File: config.mk
export PLATFORM = sky130hd
export DESIGN_NAME = wb_merge_flat
export DESIGN_NICKNAME = d
export VERILOG_FILES = /design/src/rtl/wb_merge_if.sv /design/src/rtl/wb_merge.sv /design/src/flat_wrapper.sv
export SDC_FILE = /design/constraint.sdc
export NUM_CORES = 1
export LEC_CHECK = 0
export ABC_AREA = 1
export CORE_MARGIN = 3
export CORE_UTILIZATION = 29
export CTS_CLUSTER_SIZE = 16
export DETAILED_ROUTE_END_ITERATION = 16
export SLEW_MARGIN = 10
export SYNTH_ARGS = -nofsm -noshare
export SYNTH_HDL_FRONTEND = slang
export SYNTH_SLANG_ARGS = --single-unit
File: constraint.sdc
create_clock -name clk -period 5.9 [get_ports clk]
set_input_delay 0.885 -clock clk [delete_from_list [all_inputs] [get_ports clk]]
set_output_delay 0.885 -clock clk [all_outputs]
set_load 0.1 [all_outputs]
File: src/rtl/wb_merge_if.sv
`default_nettype none
// ============================================================================
//  Module      : wb_merge_if
//  Description : Bus bundle for wb_merge: main-pipeline writeback, long-latency
//                unit result handshake and register-file write port.
//  Revision    : 1.0 - initial release
// ============================================================================
interface wb_merge_if;
    logic        pipe_we;
    logic [4:0]  pipe_rd;
    logic [31:0] pipe_data;
    logic        lu_valid;
    logic [4:0]  lu_rd;
    logic [31:0] lu_data;
    logic        lu_ready;
    logic        wt_en;
    logic [4:0]  wt_addr;
    logic [31:0] wt_data;
    logic [2:0]  count;
    logic [31:0] pend_mask;

    // Producer / observer side (pipeline, long-latency unit, register file)
    modport master (
        output pipe_we, pipe_rd, pipe_data, lu_valid, lu_rd, lu_data,
        input  lu_ready, wt_en, wt_addr, wt_data, count, pend_mask
    );

    // Merge block side
    modport slave (
        input  pipe_we, pipe_rd, pipe_data, lu_valid, lu_rd, lu_data,
        output lu_ready, wt_en, wt_addr, wt_data, count, pend_mask
    );
endinterface
`default_nettype wire

File: src/rtl/wb_merge.sv
`default_nettype none
// ============================================================================
//  Module      : wb_merge
//  Description : Merges main-pipeline writebacks with results from a
//                long-latency unit into a single register-file write port.
//                Long-latency results queue in a 4-entry FIFO; the pipeline
//                always wins arbitration. A pipeline write kills any queued
//                result for the same register so stale data never lands.
//                Optional feature macro: WB_PEND_MASK_EN (drives pend_mask).
//  Revision    : 1.0 - initial release
// ============================================================================
module wb_merge (
    input  wire logic   clk,
    input  wire logic   rst,
    wb_merge_if.slave   bus
);
    localparam int         FIFO_DEPTH = 4;
    localparam logic [2:0] FIFO_FULL  = 3'd4;

    // FIFO storage
    logic [4:0]            ent_rd_q   [FIFO_DEPTH];
    logic [4:0]            ent_rd_d   [FIFO_DEPTH];
    logic [31:0]           ent_data_q [FIFO_DEPTH];
    logic [31:0]           ent_data_d [FIFO_DEPTH];
    logic [FIFO_DEPTH-1:0] ent_live_q, ent_live_d;
    logic [1:0]            head_q, head_d;
    logic [1:0]            tail_q, tail_d;
    logic [2:0]            count_q, count_d;

    // Registered write port
    logic                  wt_en_q, wt_en_d;
    logic [4:0]            wt_addr_q, wt_addr_d;
    logic [31:0]           wt_data_q, wt_data_d;

    // Handshake / arbitration decisions
    logic                  w_lu_ready;
    logic                  w_pipe_win;
    logic                  w_push;
    logic                  w_pop;

    // Arbitration: ready uses pre-pop occupancy, pipeline beats the FIFO
    always_comb begin
        w_lu_ready = (count_q < FIFO_FULL);
        w_pipe_win = bus.pipe_we && (bus.pipe_rd != 5'd0);
        w_push     = bus.lu_valid && w_lu_ready && (bus.lu_rd != 5'd0);
        w_pop      = !w_pipe_win && (count_q != 3'd0);
    end

    // FIFO next state: push at tail, pop at head, pipeline kills matching rd
    always_comb begin
        ent_rd_d   = ent_rd_q;
        ent_data_d = ent_data_q;
        ent_live_d = ent_live_q;
        head_d     = head_q;
        tail_d     = tail_q;
        if (w_push) begin
            ent_rd_d[tail_q]   = bus.lu_rd;
            ent_data_d[tail_q] = bus.lu_data;
            ent_live_d[tail_q] = 1'b1;
            tail_d             = tail_q + 2'd1;
        end
        if (w_pop) begin
            // Freed slots drop their live bit so pend_mask only sees occupancy
            ent_live_d[head_q] = 1'b0;
            head_d             = head_q + 2'd1;
        end
        // Compare against post-push rd so a same-cycle push is also killed
        if (w_pipe_win) begin
            for (int i = 0; i < FIFO_DEPTH; i++) begin
                if (ent_rd_d[i] == bus.pipe_rd) begin
                    ent_live_d[i] = 1'b0;
                end
            end
        end
        count_d = count_q + {2'b00, w_push} - {2'b00, w_pop};
    end

    // Write-port next state: address/data hold when nothing is written
    always_comb begin
        wt_en_d   = 1'b0;
        wt_addr_d = wt_addr_q;
        wt_data_d = wt_data_q;
        if (w_pipe_win) begin
            wt_en_d   = 1'b1;
            wt_addr_d = bus.pipe_rd;
            wt_data_d = bus.pipe_data;
        end else if (w_pop && ent_live_q[head_q]) begin
            wt_en_d   = 1'b1;
            wt_addr_d = ent_rd_q[head_q];
            wt_data_d = ent_data_q[head_q];
        end
    end

    // State registers with asynchronous reset discarding all queued entries
    always_ff @(posedge clk or posedge rst) begin
        if (rst) begin
            for (int i = 0; i < FIFO_DEPTH; i++) begin
                ent_rd_q[i]   <= 5'd0;
                ent_data_q[i] <= 32'd0;
            end
            ent_live_q <= '0;
            head_q     <= 2'd0;
            tail_q     <= 2'd0;
            count_q    <= 3'd0;
            wt_en_q    <= 1'b0;
            wt_addr_q  <= 5'd0;
            wt_data_q  <= 32'd0;
        end else begin
            ent_rd_q   <= ent_rd_d;
            ent_data_q <= ent_data_d;
            ent_live_q <= ent_live_d;
            head_q     <= head_d;
            tail_q     <= tail_d;
            count_q    <= count_d;
            wt_en_q    <= wt_en_d;
            wt_addr_q  <= wt_addr_d;
            wt_data_q  <= wt_data_d;
        end
    end

    assign bus.lu_ready = w_lu_ready;
    assign bus.wt_en    = wt_en_q;
    assign bus.wt_addr  = wt_addr_q;
    assign bus.wt_data  = wt_data_q;
    assign bus.count    = count_q;

`ifdef WB_PEND_MASK_EN
    logic [31:0] w_pend_mask;

    // One-hot OR of destination registers still owed by the FIFO
    always_comb begin
        w_pend_mask = 32'h0;
        for (int i = 0; i < FIFO_DEPTH; i++) begin
            if (ent_live_q[i]) begin
                w_pend_mask[ent_rd_q[i]] = 1'b1;
            end
        end
    end

    assign bus.pend_mask = w_pend_mask;
`else
    assign bus.pend_mask = 32'h0;
`endif

endmodule
`default_nettype wire
File: src/flat_wrapper.sv
// flat-port wrapper written by rule: the top's interface ports become plain ports
module wb_merge_flat 
  (clk, rst, bus_pipe_we, bus_pipe_rd, bus_pipe_data, bus_lu_valid, bus_lu_rd, bus_lu_data, bus_lu_ready, bus_wt_en, bus_wt_addr, bus_wt_data, bus_count, bus_pend_mask);
  wb_merge_if bus_i ();
  input  wire logic clk;
  input  wire logic rst;
  input wire logic [$bits(bus_i.pipe_we)-1:0] bus_pipe_we;
  input wire logic [$bits(bus_i.pipe_rd)-1:0] bus_pipe_rd;
  input wire logic [$bits(bus_i.pipe_data)-1:0] bus_pipe_data;
  input wire logic [$bits(bus_i.lu_valid)-1:0] bus_lu_valid;
  input wire logic [$bits(bus_i.lu_rd)-1:0] bus_lu_rd;
  input wire logic [$bits(bus_i.lu_data)-1:0] bus_lu_data;
  output wire logic [$bits(bus_i.lu_ready)-1:0] bus_lu_ready;
  output wire logic [$bits(bus_i.wt_en)-1:0] bus_wt_en;
  output wire logic [$bits(bus_i.wt_addr)-1:0] bus_wt_addr;
  output wire logic [$bits(bus_i.wt_data)-1:0] bus_wt_data;
  output wire logic [$bits(bus_i.count)-1:0] bus_count;
  output wire logic [$bits(bus_i.pend_mask)-1:0] bus_pend_mask;
  assign bus_i.pipe_we = bus_pipe_we;
  assign bus_i.pipe_rd = bus_pipe_rd;
  assign bus_i.pipe_data = bus_pipe_data;
  assign bus_i.lu_valid = bus_lu_valid;
  assign bus_i.lu_rd = bus_lu_rd;
  assign bus_i.lu_data = bus_lu_data;
  assign bus_lu_ready = bus_i.lu_ready;
  assign bus_wt_en = bus_i.wt_en;
  assign bus_wt_addr = bus_i.wt_addr;
  assign bus_wt_data = bus_i.wt_data;
  assign bus_count = bus_i.count;
  assign bus_pend_mask = bus_i.pend_mask;
  wb_merge u_core (.clk(clk), .rst(rst), .bus(bus_i));
endmodule
==> reports/qor.txt <==
Final period util: 59.1%
commonest non-fill, non-tap cell in the layout: nand2_1
Slew @ Worst Pin: 1.11 ns
die area: 36400 µm²
dominant cell type by area after synthesis: dfrtp_1
synth unique cells: 32
ratio of cells with drive above 1 in the final layout: 4.93%
Top Metal Used: met4
Cell Area, Synth: 9910 µm²
Via density: 4.74
Die Ht: 191 µm
Filler cells: 3547
max-slew violation count: 0
Ant. Diodes: 0
Max Clock Skew: 0.0217 ns
Post-Synthesis Cells: 1257
drt drc: 0
initial core utilization: 29.5%
Avg Synthesized Cell Area: 7.89 µm²
Root Buffer: clkbuf_16
# H-tree levels: 4
Crit path required time: 6.25 ns
clk buf depth: 2
global-route wire length before repair: 45100 µm
leakage: 5.54 nW
most frequent cells in the layout: nand2_1, dfrtp_1, o21ai_0, nor2_1, clkdlybuf4s50_1
Slew headroom: 25.5%
Fin. Hold Viols: 0
die width: 191 µm
routed length on met2: 13200 µm
Final Util: 35.3%
asr flop ratio synth: 100%
top_reg_cell synth: dfrtp_1
Cell Rows: 67
vias in the first global route: 8055
via count: 8475
register area share after synthesis: 49.7%
Tot GR Track Use: 15.6%
hpwl dp: 17700 µm
dpl ws: 1.97 ns
Post-synth EDFFs: 0
Max VDD drop: 0.278 mV
DR pass1 iterations: 5
CTS tree: yes
critical path launch point type: input pin
clk_lat worst skew: 0.45 ns
Synth Register Bits: 197
Critical Path End Type: flip-flop
Fmax: 287 MHz
Avg WL per Cell: 15.7 µm
Crit Path Class: input pin to flip-flop
area grow syn2layout: 19.7%
Ys Warns: 0
cts repair resizes: 0
worst path arrival time: 3.84 ns
largest fanout on the critical path: 64
minimum clock period: 3.49 ns
met3 WL post-DR: 1330 µm
Port Buf Inserts: 119
Sink Count: 197
Hold Buf Count CTS: 0
largest net degree at the start of global routing: 128
top cells by area, synth: dfrtp_1, nand2_1, o21ai_0
nets: 1415
initial antenna violation count: 0
Routed Antenna Nets: 0
RSZ-0062 raised after global routing: no
CTS Buf Count: 17
I/O Pins: 152
Synth top area share: 49.7%
GRT overflow: 0
core area: 33600 µm²
PwrDens: 625 nW/µm²
post-CTS setup buffers: 0
WL met1: 13200 µm
routability cong.: 0.826
WL final: 28100 µm
Reg clk slew, reported paths: 0.08 ns
fin worst setup slack: 2.41 ns
total power: 7.42 mW
1st-iter DRT viols: 566
Max Cap Viol: 0
status: complete, no violations
final setup TNS: 0 ns
final-report setup violation count: 0
Min-Delay Path Class: flip-flop to flip-flop
==> layer usage <==
metal | track usage (%) | up-vias
met2 | 24.8 | 225
met1 | 22.3 | 4052
met3 | 2.28 | 22
met4 | 4.35 | 0
li1 | - | 4176
met5 | 0 | -
==> path summary, 6_finish.rpt <==
kind / startpoint / endpoint / cells past startpoint / slack, ns
setup reg to reg: u_core.head_q[0] / u_core.bus.wt_data[14] / 8 / 2.83
hold / removal: u_core.ent_data_q[58] / u_core.ent_data_q[58] / 2 / 0.48
max in group asynchronous: rst / u_core.head_q[1] / 3 / 4.05
hold reg to reg: u_core.ent_data_q[58] / u_core.ent_data_q[58] / 2 / 0.48
setup / recovery: bus_lu_rd[0] / u_core.ent_data_q[10] / 9 / 2.41
min in group asynchronous: rst / u_core.bus.wt_en / 2 / 0.69
==> power breakdown <==
| part | switching (mW) | leakage [nW] | total, mW | internal [mW] |
|---|---|---|---|---|
| Combinational | 2.72 | 2.80 | 3.79 | 1.07 |
| Sequential | 0.410 | 2.44 | 2.39 | 1.98 |
| Clock | 0.647 | 0.305 | 1.24 | 0.596 |
==> cell families (layout without fill, tap and decap cells) <==
logic type | after synthesis | after routing | share of synthesized area [%]
buffers and inverters | 203 | 255 | 10.1
AND/OR/NAND/NOR | 536 | 536 | 21.8
XOR/XNOR | 4 | 4 | 0.354
flip-flops | 197 | 197 | 49.7
AO/OA/AOI/OAI | 306 | 306 | 16.6
adder cells (fa/ha/maj) | 10 | 10 | 1.34
other | 1 | 32 | 0.0378
==> layout make-up <==
cell class / instances / area (µm²) / area share [%]
Sequential cell: 197 / 4930 / 41.6
Multi-Input combinational cell: 888 / 4100 / 34.5
Timing Repair Buffer: 129 / 1280 / 10.8
Tap cell: 448 / 561 / 4.72
Clock buffer: 17 / 425 / 3.59
Inverter: 94 / 359 / 3.03
Clock inverter: 15 / 211 / 1.78
==> stage by stage <==
stage | instance area [µm²] | hold slack, ns | std cells
floorplan | 10000 | 0.448 | 1288
global placement | 11200 | 0.460 | 1756
detailed placement | 11200 | 0.467 | 1756
CTS | 11900 | 0.486 | 1788
global route | 11900 | 0.504 | 1788
finish | 11900 | 0.485 | 1788
==> registers in the layout (all words and copies together), names as in the netlist <==
register,cells
u_core.bus.wt_data,32
u_core.bus.wt_en,1
u_core.ent_data_q,128
u_core.ent_live_q,4
u_core.head_q,2
u_core.bus.wt_addr,5
u_core.ent_rd_q,20
u_core.tail_q,2
u_core.bus.count,3
==> Yosys cell counts, types with 2 or more instances <==
cell,instances
a21oi_1,8
a31oi_1,33
buf_2,38
buf_4,39
buf_6,6
clkbuf_1,25
dfrtp_1,197
ha_1,9
inv_1,86
inv_2,7
nand2_1,303
nand2_2,4
nand3_1,74
nand4_1,3
nor2_1,144
nor2_4,3
nor3_1,2
o211ai_1,4
o21ai_0,194
o21ai_1,32
o22ai_1,33
xor2_1,3
==> critical path, stage by stage <==
cell             delay, ns
clkdlybuf4s50_1       0.52
inv_2                 0.18
nand3_2               0.59
nand2_2               0.24
buf_4                 0.31
nor2_4                0.05
inv_2                 0.77
nand2_1               0.13
o21ai_0               0.12
(Power assumes the default switching activity.)
